### config.mk
export PLATFORM = sky130hd
export DESIGN_NAME = uart_tx
export DESIGN_NICKNAME = d
export VERILOG_FILES = /design/src/rtl/uart_tx.sv
export SDC_FILE = /design/constraint.sdc
export NUM_CORES = 1
export LEC_CHECK = 0
export CAP_MARGIN = 30
export CORE_MARGIN = 2
export CORE_UTILIZATION = 57
export CTS_CLUSTER_DIAMETER = 60
export DETAILED_ROUTE_END_ITERATION = 6
export MAX_ROUTING_LAYER = met4
export PLACE_DENSITY = 0.84
export SKIP_CTS_REPAIR_TIMING = 1
export SYNTH_ARGS = -nofsm -noshare
export SYNTH_HDL_FRONTEND = slang
export SYNTH_SLANG_ARGS = --single-unit
### constraint.sdc
create_clock -name clk -period 3.8 [get_ports clk]
set_input_delay 0.57 -clock clk [delete_from_list [all_inputs] [get_ports clk]]
set_output_delay 0.57 -clock clk [all_outputs]
set_load 0.02 [all_outputs]
### src/rtl/uart_tx.sv
// UART transmitter: start bit, D_WIDTH data bits LSB first, optional parity, one stop bit.
// Each bit is held for prescale clk cycles. TX_OUT and busy come straight from flops.
module uart_tx #(
   parameter int D_WIDTH = 8
) (
   input  logic               clk,
   input  logic               rst,
   input  logic [D_WIDTH-1:0] P_DATA,
   input  logic               DATA_VALID,
   input  logic               PAR_EN,
   input  logic               PAR_TYPE,
   input  logic [5:0]         prescale,
   output logic               TX_OUT,
   output logic               busy
);

   // state  | meaning
   // IDLE   | line high, waiting for DATA_VALID
   // START  | start bit (low)
   // DATA   | data bit data_l[bit_idx], LSB first
   // PARITY | parity bit (only when parity enabled at acceptance)
   // STOP   | stop bit (high); requests still dropped here
   typedef enum logic [2:0] {
      IDLE   = 3'd0,
      START  = 3'd1,
      DATA   = 3'd2,
      PARITY = 3'd3,
      STOP   = 3'd4
   } state_t;

   localparam int IW = (D_WIDTH > 1) ? $clog2(D_WIDTH) : 1;
   localparam logic [IW-1:0] LAST_IDX = IW'(D_WIDTH - 1);

   state_t               state_q, state_d;
   logic [5:0]           cnt_q, cnt_d;
   logic [IW-1:0]        idx_q, idx_d;
   logic [D_WIDTH-1:0]   data_l_q, data_l_d;
   logic                 par_en_l_q, par_en_l_d;
   logic                 parity_l_q, parity_l_d;
   logic [5:0]           pre_l_q, pre_l_d;
   logic                 tx_q, tx_d;
   logic                 busy_q, busy_d;
   logic                 bit_end;

   always_ff @(posedge clk or posedge rst) begin
      if (rst) begin
         state_q    <= IDLE;
         cnt_q      <= '0;
         idx_q      <= '0;
         data_l_q   <= '0;
         par_en_l_q <= 1'b0;
         parity_l_q <= 1'b0;
         pre_l_q    <= '0;
         tx_q       <= 1'b1;
         busy_q     <= 1'b0;
      end else begin
         state_q    <= state_d;
         cnt_q      <= cnt_d;
         idx_q      <= idx_d;
         data_l_q   <= data_l_d;
         par_en_l_q <= par_en_l_d;
         parity_l_q <= parity_l_d;
         pre_l_q    <= pre_l_d;
         tx_q       <= tx_d;
         busy_q     <= busy_d;
      end
   end

   assign bit_end = (cnt_q == (pre_l_q - 6'd1));

   always_comb begin
      state_d    = state_q;
      cnt_d      = cnt_q;
      idx_d      = idx_q;
      data_l_d   = data_l_q;
      par_en_l_d = par_en_l_q;
      parity_l_d = parity_l_q;
      pre_l_d    = pre_l_q;
      if (state_q == IDLE) begin
         if (DATA_VALID) begin
            data_l_d   = P_DATA;
            par_en_l_d = PAR_EN;
            parity_l_d = (^P_DATA) ^ PAR_TYPE;
            pre_l_d    = (prescale == 6'd0) ? 6'd1 : prescale;
            cnt_d      = '0;
            idx_d      = '0;
            state_d    = START;
         end
      end else if (bit_end) begin
         cnt_d = '0;
         case (state_q)
            START:   state_d = DATA;
            DATA: begin
               if (idx_q == LAST_IDX) begin
                  state_d = par_en_l_q ? PARITY : STOP;
               end else begin
                  idx_d = idx_q + 1'b1;
               end
            end
            PARITY:  state_d = STOP;
            STOP:    state_d = IDLE;
            default: state_d = IDLE;
         endcase
      end else begin
         cnt_d = cnt_q + 6'd1;
      end
   end

   // Outputs are decoded from the next state so the flops present the new bit on the same edge.
   always_comb begin
      tx_d   = 1'b1;
      busy_d = 1'b1;
      case (state_d)
         IDLE:    busy_d = 1'b0;
         START:   tx_d = 1'b0;
         DATA:    tx_d = data_l_d[idx_d];
         PARITY:  tx_d = parity_l_d;
         STOP:    tx_d = 1'b1;
         default: begin
            tx_d   = 1'b1;
            busy_d = 1'b0;
         end
      endcase
   end

   assign TX_OUT = tx_q;
   assign busy   = busy_q;

endmodule

### Yosys cells after proc, flatten, opt, wreduce, memory -nomap -nowiden

Cells that the tools add are included.

* output and inout bits: 2
* word-level logic and storage cells: 52
* register bits after elaboration: 30
* bits of input ports: 19

* add/subtract/negate cells: 3
* multiplexer cells: 23
* equality and inequality tests: 10
* bitwise operators: 1
* magnitude comparators: 1
* reduce and logical (&&, ||, !) cells: 5

Operators by type and width (number)
* 2-to-1 mux 3 bit: 10
* 2-to-1 mux 6 bit: 4
* 2-to-1 mux 8 bit: 2
* == test 3 x 2 -> 1 bit, second input constant: 4
* case mux 3 bit (3 select lines): 1
* XOR reduction 8 bit: 1
* adder 6 x 1 -> 6 bit, second input constant: 1
* == test 3 x 1 -> 1 bit, second input constant: 2
* == test 3 bit, second input constant: 2
* == test 6 bit: 1
* logical NOT 6 bit: 1
* subtractor 6 x 1 -> 6 bit, second input constant: 1
* < comparator 3 x 4 -> 1 bit, second input constant: 1
* 2-to-1 mux 1 bit: 4
* OR reduction 4 bit: 1
* adder 3 x 1 -> 3 bit, second input constant: 1
* binary-select mux 1 bit (select 3 bit): 1
* logical NOT 3 bit: 1
* case mux 1 bit (3 select lines): 1
* != test 2 bit, second input constant: 1
* AND reduction 2 bit: 1
* bitwise XOR 1 bit: 1

### Longest topological paths before layout

Gate-level depths: netlist of run 1.

* depth in word-level cells: 8
* mapped depth: 10
* depth with buffers taken out: 10

### Worst setup path after synthesis of run 1

No wires, ideal clock.

* path kind: register to register
* start point: reg pre_l_q[0]
* end point: reg tx_q (netlist: TX_OUT)
* required time: 3707 ps
* setup time: 93 ps
* arrival time: 2340 ps
* clock period less this slack: 2433 ps
* cell stages (with the launch flop): 10
* buffers on the path: 0
* path slack: 1367 ps
* path through: dfrtp_1 > inv_1 > ha_1 > nor2b_1 > or3_1 > a31oi_2 > a311oi_1 > a211o_1 > a221oi_1 > o311ai_1

* cells in the longest elaborated chain, start to end: 7
* elaborated cells on any way between the ends: 12
* those cells by class: add/sub (1); eq/ne (4); mux (7)

RTL lines
* start: declaration: line 40 `logic [5:0] pre_l_q, pre_l_d;`
* start signal: assignment: line 63 `pre_l_q <= pre_l_d;`
* subtractor 6 x 1 -> 6 bit *: line 69 `assign bit_end = (cnt_q == (pre_l_q - 6'd1));`
* == test 6 bit *: line 69
* 2-to-1 mux 3 bit: line 89 `end else if (bit_end) begin`
* 2-to-1 mux 3 bit: line 79 `if (state_q == IDLE) begin`
* binary-select mux 1 bit (select 3 bit): line 116 `DATA: tx_d = data_l_d[idx_d];`
* 2-to-1 mux 1 bit (not written as such): line 116
* case mux 1 bit (3 select lines) *: line 113 `case (state_d)`
* net tx_d: line 41 `logic tx_q, tx_d;`
* end signal: assignment: line 64 `tx_q <= tx_d;`
* end: declaration: line 41

The timed path passes the listed nets; every way through them passes the cells marked *. The select of a mux whose other input is x is not followed.
A chain may end at the register's enable or synchronous reset.

### Worst setup path after layout of run 1

Ends and elaborated chain as after synthesis.

==> flow_summary.ini, run 1 <==
[outcome]
outcome = completed

[job]
maxCapViolCount = 0

[timing]
rsz0062_at_grt = no
final.min_clock_period_ns = 2.892
finalHoldViolCount = 0
relSlewSlack_pct = 58.36
setup_tns_ns = 0
post-route-period-util_pct = 76.10
tightest_slew_ns = 0.6240
skew_ns = 0.01325
setup_viol = 0
clock.fmax_mhz = 345.8
slew_viol_final = 0

[route]
num_vias = 1605
avgViaCountPerCell = 5.901
wirelength_mm = 4.474
ant_nets = 0
first_pass_iters = 4
wl_per_cell_um = 16.45
drt-initial-drc-count = 94
route.detailed.drc = 0

[setup_path]
slowest_stage = a31oi_2
worst-endpoint-required_ns = 4.02
cp_max_fo = 10
end_kind = register
worstPathArrival_ns = 3.11
cp_top_family = compound AO/OA/AOI/OAI gates
crit_type = register to register
cp_cell_sequence = inv_1, ha_1, nor2b_1, or3_1, a31oi_2, a311oi_1, o21ai_0, o22ai_1, o311ai_1
cp-start-kind = register
critPathBufInv = 1
cp_slowest_stage_delay_ns = 0.47

[yosys]
syn_avg_cell_area_um2 = 9.050
yosysMostFrequentCell = nand2_1
synthTopCellsByArea = dfrtp_1 (40%), nand2_1 (7.8%), xnor2_1 (5.3%)
synth_top_area_share_pct = 39.70
yosysSeqAreaShare_pct = 41.14
syn_area_mm2 = 0.001828
synth_cells = 202
synth-seq-cells = 30
yosys-top-cells-count = nand2_1 (38), dfrtp_1 (29), o21ai_0 (14)
synth_nets = 224
synth_top_area_cell = dfrtp_1
async_flop_share_pct = 100.0
synthFlopType = dfrtp_1
ys_warn_count = 0
synthDistinctLibCells = 53
synth-edff-count = 0

[global_route]
grt_max_degree = 23
grt_pass1_vias = 1553
gr-total-overflow = 0
grt_first_pass_wirelength_mm = 7.127
grt_util_all_layers_pct = 27.39
antenna_found_initial = 0

[floorplanning]
start_util_pct = 59.88
ios = 21
die_y_um = 60.63
dieArea_mm2 = 0.003676
rows = 20
core_area_mm2 = 0.003053
die_w_um = 60.63

[place]
numPortBuffers = 20
dpl.hpwl_mm = 3.259
place_area_mm2 = 0.002102
gp_routability_congestion = 1.027

[cts]
clk_pin_slew_worst_paths_ns = 0.10
htree_levels = 2
cts_buffers = 5
clockBufferDepth = 2
cts_tree = done
cts_sinks = 30
clock-root-buffer = clkbuf_4
clock_latency_ns = 0.34

[final_layout]
fin_util_pct = 70.82
fillers = 251
design_area_mm2 = 0.002162
final_layout_size_suffix_gt1_share_pct = 10.96
fin_nets = 249
insertedDiodeCount = 0
area_growth_pct = 18.27

[pwr]
ir_drop_uv = 434.7
powerDensity_mw_per_mm2 = 837.4
p_total_uw = 1810
p_leak_uw = 0.0009456

[hold_path]
hp-class = register to register
[path summary, 6_finish.rpt]
check                      startpoint     endpoint  slack, ns  cells past startpoint
min reg2reg                par_en_l_q   par_en_l_q       0.50                      2
min in group asynchronous         rst  data_l_q[4]       0.60                      2
max in group asynchronous         rst       TX_OUT       2.62                      3
min                        par_en_l_q   par_en_l_q       0.50                      2
max reg2reg                pre_l_q[0]       TX_OUT       0.91                      9
max                        pre_l_q[0]       TX_OUT       0.91                      9
[worst register-to-register path: stages (launching register included)]
cell and delay, ns:
dfrtp_1 0.44, inv_1 0.08, ha_1 0.24, nor2b_1 0.15, or3_1 0.39, a31oi_2 0.47
a311oi_1 0.25, o21ai_0 0.28, o22ai_1 0.11, o311ai_1 0.36
[cell families after synthesis]
family,synth area share (%)
adders and majority gates,2.054
buffers and inverters,3.491
and+or+nand+nor,23.61
muxes,3.970
DFF,41.14
xor gates and xnor gates,7.187
AOI/OAI and AO/OA,18.55
[registers in the layout, summed over array words and instances (netlist names)]
name        cells
TX_OUT          1
busy            1
cnt_q           6
data_l_q        8
idx_q           3
par_en_l_q      1
parity_l_q      1
pre_l_q         6
state_q         3
[metal layers]
| layer | GRT usage [%] | up-vias | wire [µm] |
|---|---|---|---|
| li1 | - | 772 | - |
| met1 | 32.79 | 783 | 1919 |
| met2 | 46.24 | 45 | 2308 |
| met3 | 4.478 | 5 | 188 |
| met4 | 10.25 | 0 | 57 |
| met5 | - | - | 0 |
[placed cells by master (no fill, tap or decap), drive strengths merged, types with 3 or more instances in the layout]
cell and count:
nor3 3, o21ai 15, dfrtp 29, mux2i 5
xor2 4, nand2 38, a31oi 5, nor2b 6
or2 5, or3 3, a21oi 3, nor2 10
xnor2 11, inv 11, nand3 3, ha 3
clkbuf 7, nand2b 4, clkdlybuf4s50 20
[per-stage QoR]
stage | cells | setup WS (ns) | hold slack, ns
floorplan | 202 | 1.367 | 0.4407
global placement | 263 | 0.7130 | 0.4703
detailed placement | 264 | 0.6363 | 0.4845
CTS | 272 | 0.9822 | 0.5072
global route | 272 | 0.7367 | 0.5259
finish | 272 | 0.9080 | 0.5033
[layout make-up]
class                           instances  area [µm²]  share of cell area [%]
Clock inverter                          1       5.005                  0.2315
Multi-Input combinational cell        157        1018                   47.11
Inverter                               11       41.29                   1.910
Sequential cell                        30       752.0                   34.78
Timing Repair Buffer                   22       235.2                   10.88
Tap cell                               44       55.05                   2.546
Clock buffer                            7       55.05                   2.546
[power by group]
group | leakage [µW] | internal [µW] | switching (µW)
clock | 0.0000353 | 89.5 | 114
combinational | 0.000542 | 408 | 578
sequential | 0.000368 | 470 | 151
total | 0.000946 | 967 | 843
Power figures use the tool's default switching activity.
==> run 2, diff against run 1 <==
--- a/config.mk
+++ b/config.mk
@@ -7,11 +7,11 @@
 export LEC_CHECK = 0
 export CAP_MARGIN = 30
 export CORE_MARGIN = 2
-export CORE_UTILIZATION = 57
+export CORE_UTILIZATION = 50
 export CTS_CLUSTER_DIAMETER = 60
 export DETAILED_ROUTE_END_ITERATION = 6
 export MAX_ROUTING_LAYER = met4
-export PLACE_DENSITY = 0.84
+export PLACE_DENSITY = 0.78
 export SKIP_CTS_REPAIR_TIMING = 1
 export SYNTH_ARGS = -nofsm -noshare
 export SYNTH_HDL_FRONTEND = slang
==> constraint.sdc (replaced) <==
create_clock -name clk -period 2.45 [get_ports clk]
set_input_delay 0.3675 -clock clk [delete_from_list [all_inputs] [get_ports clk]]
set_output_delay 0.3675 -clock clk [all_outputs]
set_load 0.02 [all_outputs]
==> run 2 against run 1 <==
Effect of this change: via count rose by 5.5%; power increased by 91%; largest power group unchanged; die area increased by 13%; cell count increased by 12%; fmax rose by 16%; critical path depth stayed put; critical endpoint unchanged; non-clock buffer count increased by 30; clock power increased by 61%; sequential share of layout area fell by 4.4 points; utilization increased by 1.6 points; the flow now finishes with violations (setup timing); first-iteration DRC count is 16% higher.
==> flow_summary.ini, run 2 (synthesis results as in run 1) <==
[cts]
clockBufferDepth = 2
cts_sinks = 30
cts_buffers = 5
clock-root-buffer = clkbuf_4
clock_latency_ns = 0.34
clk_pin_slew_worst_paths_ns = 0.11
cts_tree = done
htree_levels = 2

[floorplanning]
die_y_um = 64.47
dieArea_mm2 = 0.004156
core_area_mm2 = 0.003416
start_util_pct = 53.52
die_w_um = 64.47
rows = 21
ios = 21

[timing]
post-route-period-util_pct = 102.1
setup_tns_ns = -0.05109
hold_slack_ns = 0.3860
worst_slack_ns = -0.05109
tightest_slew_ns = 0.4841
final.min_clock_period_ns = 2.501
clock.fmax_mhz = 399.8
skew_ns = 0.01120
setup_viol = 1
slew_viol_final = 0
relSlewSlack_pct = 67.50
finalHoldViolCount = 0
rsz0062_at_grt = yes

[outcome]
violations = setup timing
outcome = complete, but fails checks

[final_layout]
mostFrequentLayoutCells = nand2_1 (37), buf_4 (30), dfrtp_1 (29)
mostFrequentLayoutCell = nand2_1
insertedDiodeCount = 0
reg_top3 = data_l_q: 8 flops, cnt_q: 6 flops, pre_l_q: 6 flops
largest_reg_flops = 8
design_area_mm2 = 0.002474
fin_nets = 279
area_growth_pct = 35.32
final_layout_size_suffix_gt1_share_pct = 27.52
top_register = data_l_q

[pwr]
pwr-share-clk_pct = 9.5
powerDensity_mw_per_mm2 = 1401
p_leak_uw = 0.001099
seqPwrFrac_pct = 26.0
p_comb_share_pct = 64.5
p_sw_uw = 1536
ir_drop_uv = 729.5
intPower_uw = 1930
swShare_pct = 44.31

[route]
first_pass_iters = 4
wirelength_mm = 4.521
num_vias = 1694
drt-initial-drc-count = 109
avgViaCountPerCell = 5.572
route.detailed.drc = 0
ant_nets = 0
wl_per_cell_um = 14.87

[global_route]
grt_max_degree = 31
met3_usage_pct = 6.597
grt_pass1_vias = 1618
met2_usage_pct = 37.76
grt_util_all_layers_pct = 23.44
grt_busiest_layer = met2
met1_usage_pct = 28.28
gr-total-overflow = 0
antenna_found_initial = 0
grt_first_pass_wirelength_mm = 7.251

[place]
dpl.hpwl_mm = 3.204
dp_worst_setup_slack_ns = -0.3512
gp_routability_congestion = 0.9543
numPortBuffers = 20
place_area_mm2 = 0.002265

[setup_path]
cp_max_fo = 8
worstPathArrival_ns = 2.74
worst-endpoint-required_ns = 2.69
crit_type = register to register
end_kind = register
cp-start-kind = register

[job]
maxCapViolCount = 0

[hold_path]
hp-class = input pin to async pin
[run 2: cell count changes in the layout (fill, tap and decap cells not counted), moves of 2 or more]
cell | previous run | this run
a2111oi_0 | 2 | 0
a2111oi_2 | 0 | 2
a311oi_1 | 2 | 0
a311oi_2 | 0 | 2
buf_4 | 1 | 30
mux2i_1 | 5 | 3
mux2i_2 | 0 | 2
[run 2: cell type report]
cell class	count	area, µm²
Multi-Input combinational cell	157	1117
Fill cell	253	942.2
Sequential cell	30	752.0
Timing Repair Buffer	52	441.7
Tap cell	46	57.56
Clock buffer	6	51.30
Inverter	11	41.29
Clock inverter	2	12.51
[run 2: power groups by stage]
stage	clock network, µW	registers, µW	logic [µW]
after floorplan	0	905	1160
after global placement	0	896	1790
after detailed placement	0	902	1820
after CTS	340	892	1830
after global routing	358	921	2450
final	329	900	2240
[run 2: per-stage QoR]
stage | utilization, % | power [µW] | instances
after floorplan | - | 2068 | 202
after global placement | 66.30 | 2682 | 290
after global routing | 72.42 | 3733 | 304
after detailed placement | 66.30 | 2722 | 290
final | 72.42 | 3466 | 304
after CTS | 68.17 | 3062 | 298
[run 2: per-layer routing]
metal / up-vias / wire length (µm) / part of all wire (%)
li1: 840 / - / -
met1: 801 / 2037 / 45
met2: 46 / 2196 / 49
met3: 7 / 221 / 4.9
met4: 0 / 65 / 1.4
met5: - / 0 / 0
[run 2: final timing paths]
path	startpoint	endpoint	slack, ns	cells past startpoint
min in group clk	par_en_l_q	par_en_l_q	0.50	2
max in group asynchronous	rst	TX_OUT	1.75	3
min	rst	parity_l_q	0.39	3
max	pre_l_q[3]	TX_OUT	-0.05	9
min reg2reg	par_en_l_q	par_en_l_q	0.50	2
max reg2reg	pre_l_q[3]	TX_OUT	-0.05	9
[run 2: worst max-delay path, cell delays in order, from the launching register on]
cell and delay, ns:
dfrtp_1 0.40, or4_4 0.55, nor3_2 0.17, o2111a_2 0.39
buf_4 0.16, buf_4 0.10, a32oi_1 0.10, nor2_1 0.12
o22ai_1 0.09, o311ai_1 0.33
==> run 3, diff against run 2 <==
--- a/config.mk
+++ b/config.mk
@@ -5,13 +5,13 @@
 export SDC_FILE = /design/constraint.sdc
 export NUM_CORES = 1
 export LEC_CHECK = 0
-export CAP_MARGIN = 30
 export CORE_MARGIN = 2
 export CORE_UTILIZATION = 50
 export CTS_CLUSTER_DIAMETER = 60
 export DETAILED_ROUTE_END_ITERATION = 6
 export MAX_ROUTING_LAYER = met4
 export PLACE_DENSITY = 0.78
+export SETUP_SLACK_MARGIN = 0.05
 export SKIP_CTS_REPAIR_TIMING = 1
 export SYNTH_ARGS = -nofsm -noshare
 export SYNTH_HDL_FRONTEND = slang
==> run 3 against run 2 <==
Effect of this change: the run still ends with setup timing left; routed wire length up 9.9%; clock power down 6.7%; clock skew up 0.0043 ns; cell count up 0.99%; sequential power up 1%; non-clock buffer count up 3; combinational power up 7%; via count up 6.0%; critical path type unchanged; largest cell class unchanged.
==> flow_summary.ini, run 3 (synthesis results as in run 1) <==
[outcome]
outcome = complete, but fails checks
violations = setup timing

[setup_path]
worst-endpoint-required_ns = 2.67
cp_slowest_stage_delay_ns = 0.56
critPathBufInv = 2
cp-start-kind = register
cp_max_fo = 8
end_kind = register
crit_type = register to register
slowest_stage = or4_4
worstPathArrival_ns = 2.79
cp_cell_sequence = or4_4, o21a_4, o2111a_2, a41oi_2, inv_2, buf_6, o211ai_1, a221oi_2, o311ai_1
cp_top_family = compound AO/OA/AOI/OAI gates

[global_route]
antenna_found_initial = 0
grt_first_pass_wirelength_mm = 7.576
gr-total-overflow = 0
grt_max_degree = 31
grt_pass1_vias = 1644
grt_util_all_layers_pct = 24.53

[timing]
clock.fmax_mhz = 389.0
final.min_clock_period_ns = 2.570
worst_slack_ns = -0.1204
skew_ns = 0.01545
finalHoldViolCount = 0
relSlewSlack_pct = 68.18
hold_slack_ns = 0.4105
rsz0062_at_grt = yes
slew_viol_final = 0
post-route-period-util_pct = 104.9
tightest_slew_ns = 0.4739
setup_viol = 2

[pwr]
powerDensity_mw_per_mm2 = 1434
ir_drop_uv = 820.5
seqPwrFrac_pct = 25.2
p_comb_share_pct = 66.3
p_leak_uw = 0.001124
swShare_pct = 44.58
intPower_uw = 2003
pwr-share-clk_pct = 8.5
p_sw_uw = 1611

[final_layout]
design_area_mm2 = 0.002521
final_layout_size_suffix_gt1_share_pct = 27.97
fillers = 235
regArea_um2 = 752.0
fin_cells = 307
top_register = data_l_q
reg_top3 = data_l_q: 8 flops, cnt_q: 6 flops, pre_l_q: 6 flops
insertedDiodeCount = 0
mostFrequentLayoutCells = nand2_1 (38), buf_4 (33), dfrtp_1 (29)
mostFrequentLayoutCell = nand2_1
multiInputGateArea_mm2 = 0.001140
area_growth_pct = 37.92
fin_nets = 282
largest_reg_flops = 8

[floorplanning]
ios = 21
core_area_mm2 = 0.003416
rows = 21
die_y_um = 64.47
die_w_um = 64.47
start_util_pct = 53.52
dieArea_mm2 = 0.004156

[route]
avgViaCountPerCell = 5.850
first_pass_iters = 4
num_vias = 1796
ant_nets = 0
drt-initial-drc-count = 175
route.detailed.drc = 0
wl_per_cell_um = 16.19
wirelength_mm = 4.970

[place]
dp_worst_setup_slack_ns = -0.3212
place_inst = 294
dpl.hpwl_mm = 3.501
numPortBuffers = 20
place_area_mm2 = 0.002316
gp_routability_congestion = 0.9432

[cts]
clockBufferDepth = 2
htree_levels = 2
clk_pin_slew_worst_paths_ns = 0.10
cts_sinks = 30
clock-root-buffer = clkbuf_4
cts_tree = done
cts_buffers = 5
clock_latency_ns = 0.33

[hold_path]
hp-class = input pin to async pin

[job]
maxCapViolCount = 0
[run 3: cell count changes in the layout (fill, tap and decap cells not counted), moves of 2 or more]
cell       previous run  this run
o21ai_1               2         4
o21ai_0              13        11
a2111oi_2             2         0
buf_4                30        33
[run 3: worst paths after layout]
check                             from          end  slack (ns)  cells after the start
setup / recovery            pre_l_q[0]       TX_OUT       -0.12                      9
hold / removal                     rst     idx_q[2]        0.41                      3
setup reg to reg            pre_l_q[0]       TX_OUT       -0.12                      9
hold reg to reg            data_l_q[7]  data_l_q[7]        0.52                      2
max in group asynchronous          rst       TX_OUT        1.71                      3
min in group clk           data_l_q[7]  data_l_q[7]        0.52                      2
[run 3: through the flow]
| stage | power (µW) | setup TNS (ns) | utilization, % |
|---|---|---|---|
| 6_report | 3614 | -0.1651 | 73.81 |
| 3_5_place_dp | 2871 | -0.4006 | 67.80 |
| 2_1_floorplan | 2133 | 0 | - |
| 4_1_cts | 3183 | -0.3056 | 69.56 |
| 3_3_place_gp | 2808 | -0.3109 | 67.80 |
| 5_1_grt | 3856 | -0.4206 | 73.81 |
[run 3: layout make-up]
type                            count  area share, %
Inverter                           11          1.638
Sequential cell                    30          29.83
Timing Repair Buffer               55          18.66
Clock buffer                        7          2.184
Clock inverter                      1         0.1985
Tap cell                           46          2.283
Multi-Input combinational cell    157          45.21
[run 3: power groups by stage]
stage	Combinational, µW	Sequential (µW)	Clock [µW]
3_5_place_dp	1970	900	0
6_report	2400	910	307
5_1_grt	2590	929	341
4_1_cts	1980	891	311
3_3_place_gp	1910	894	0
2_1_floorplan	1230	905	0
[run 3: per-layer routing]
layer  share of wire, %  track usage [%]  vias to the layer above  wire, µm
li1                   -                -                      846         -
met1                 42            32.62                      863      2101
met2                 48            37.11                       74      2368
met3                8.1            5.903                       13       402
met4                2.0            8.245                        0        97
met5                  0                -                        -         0
[run 3: tightest hold or removal path: stages]
cell,delay [ns]
clkdlybuf4s50_1,0.40
inv_1,0.05
buf_4,0.34
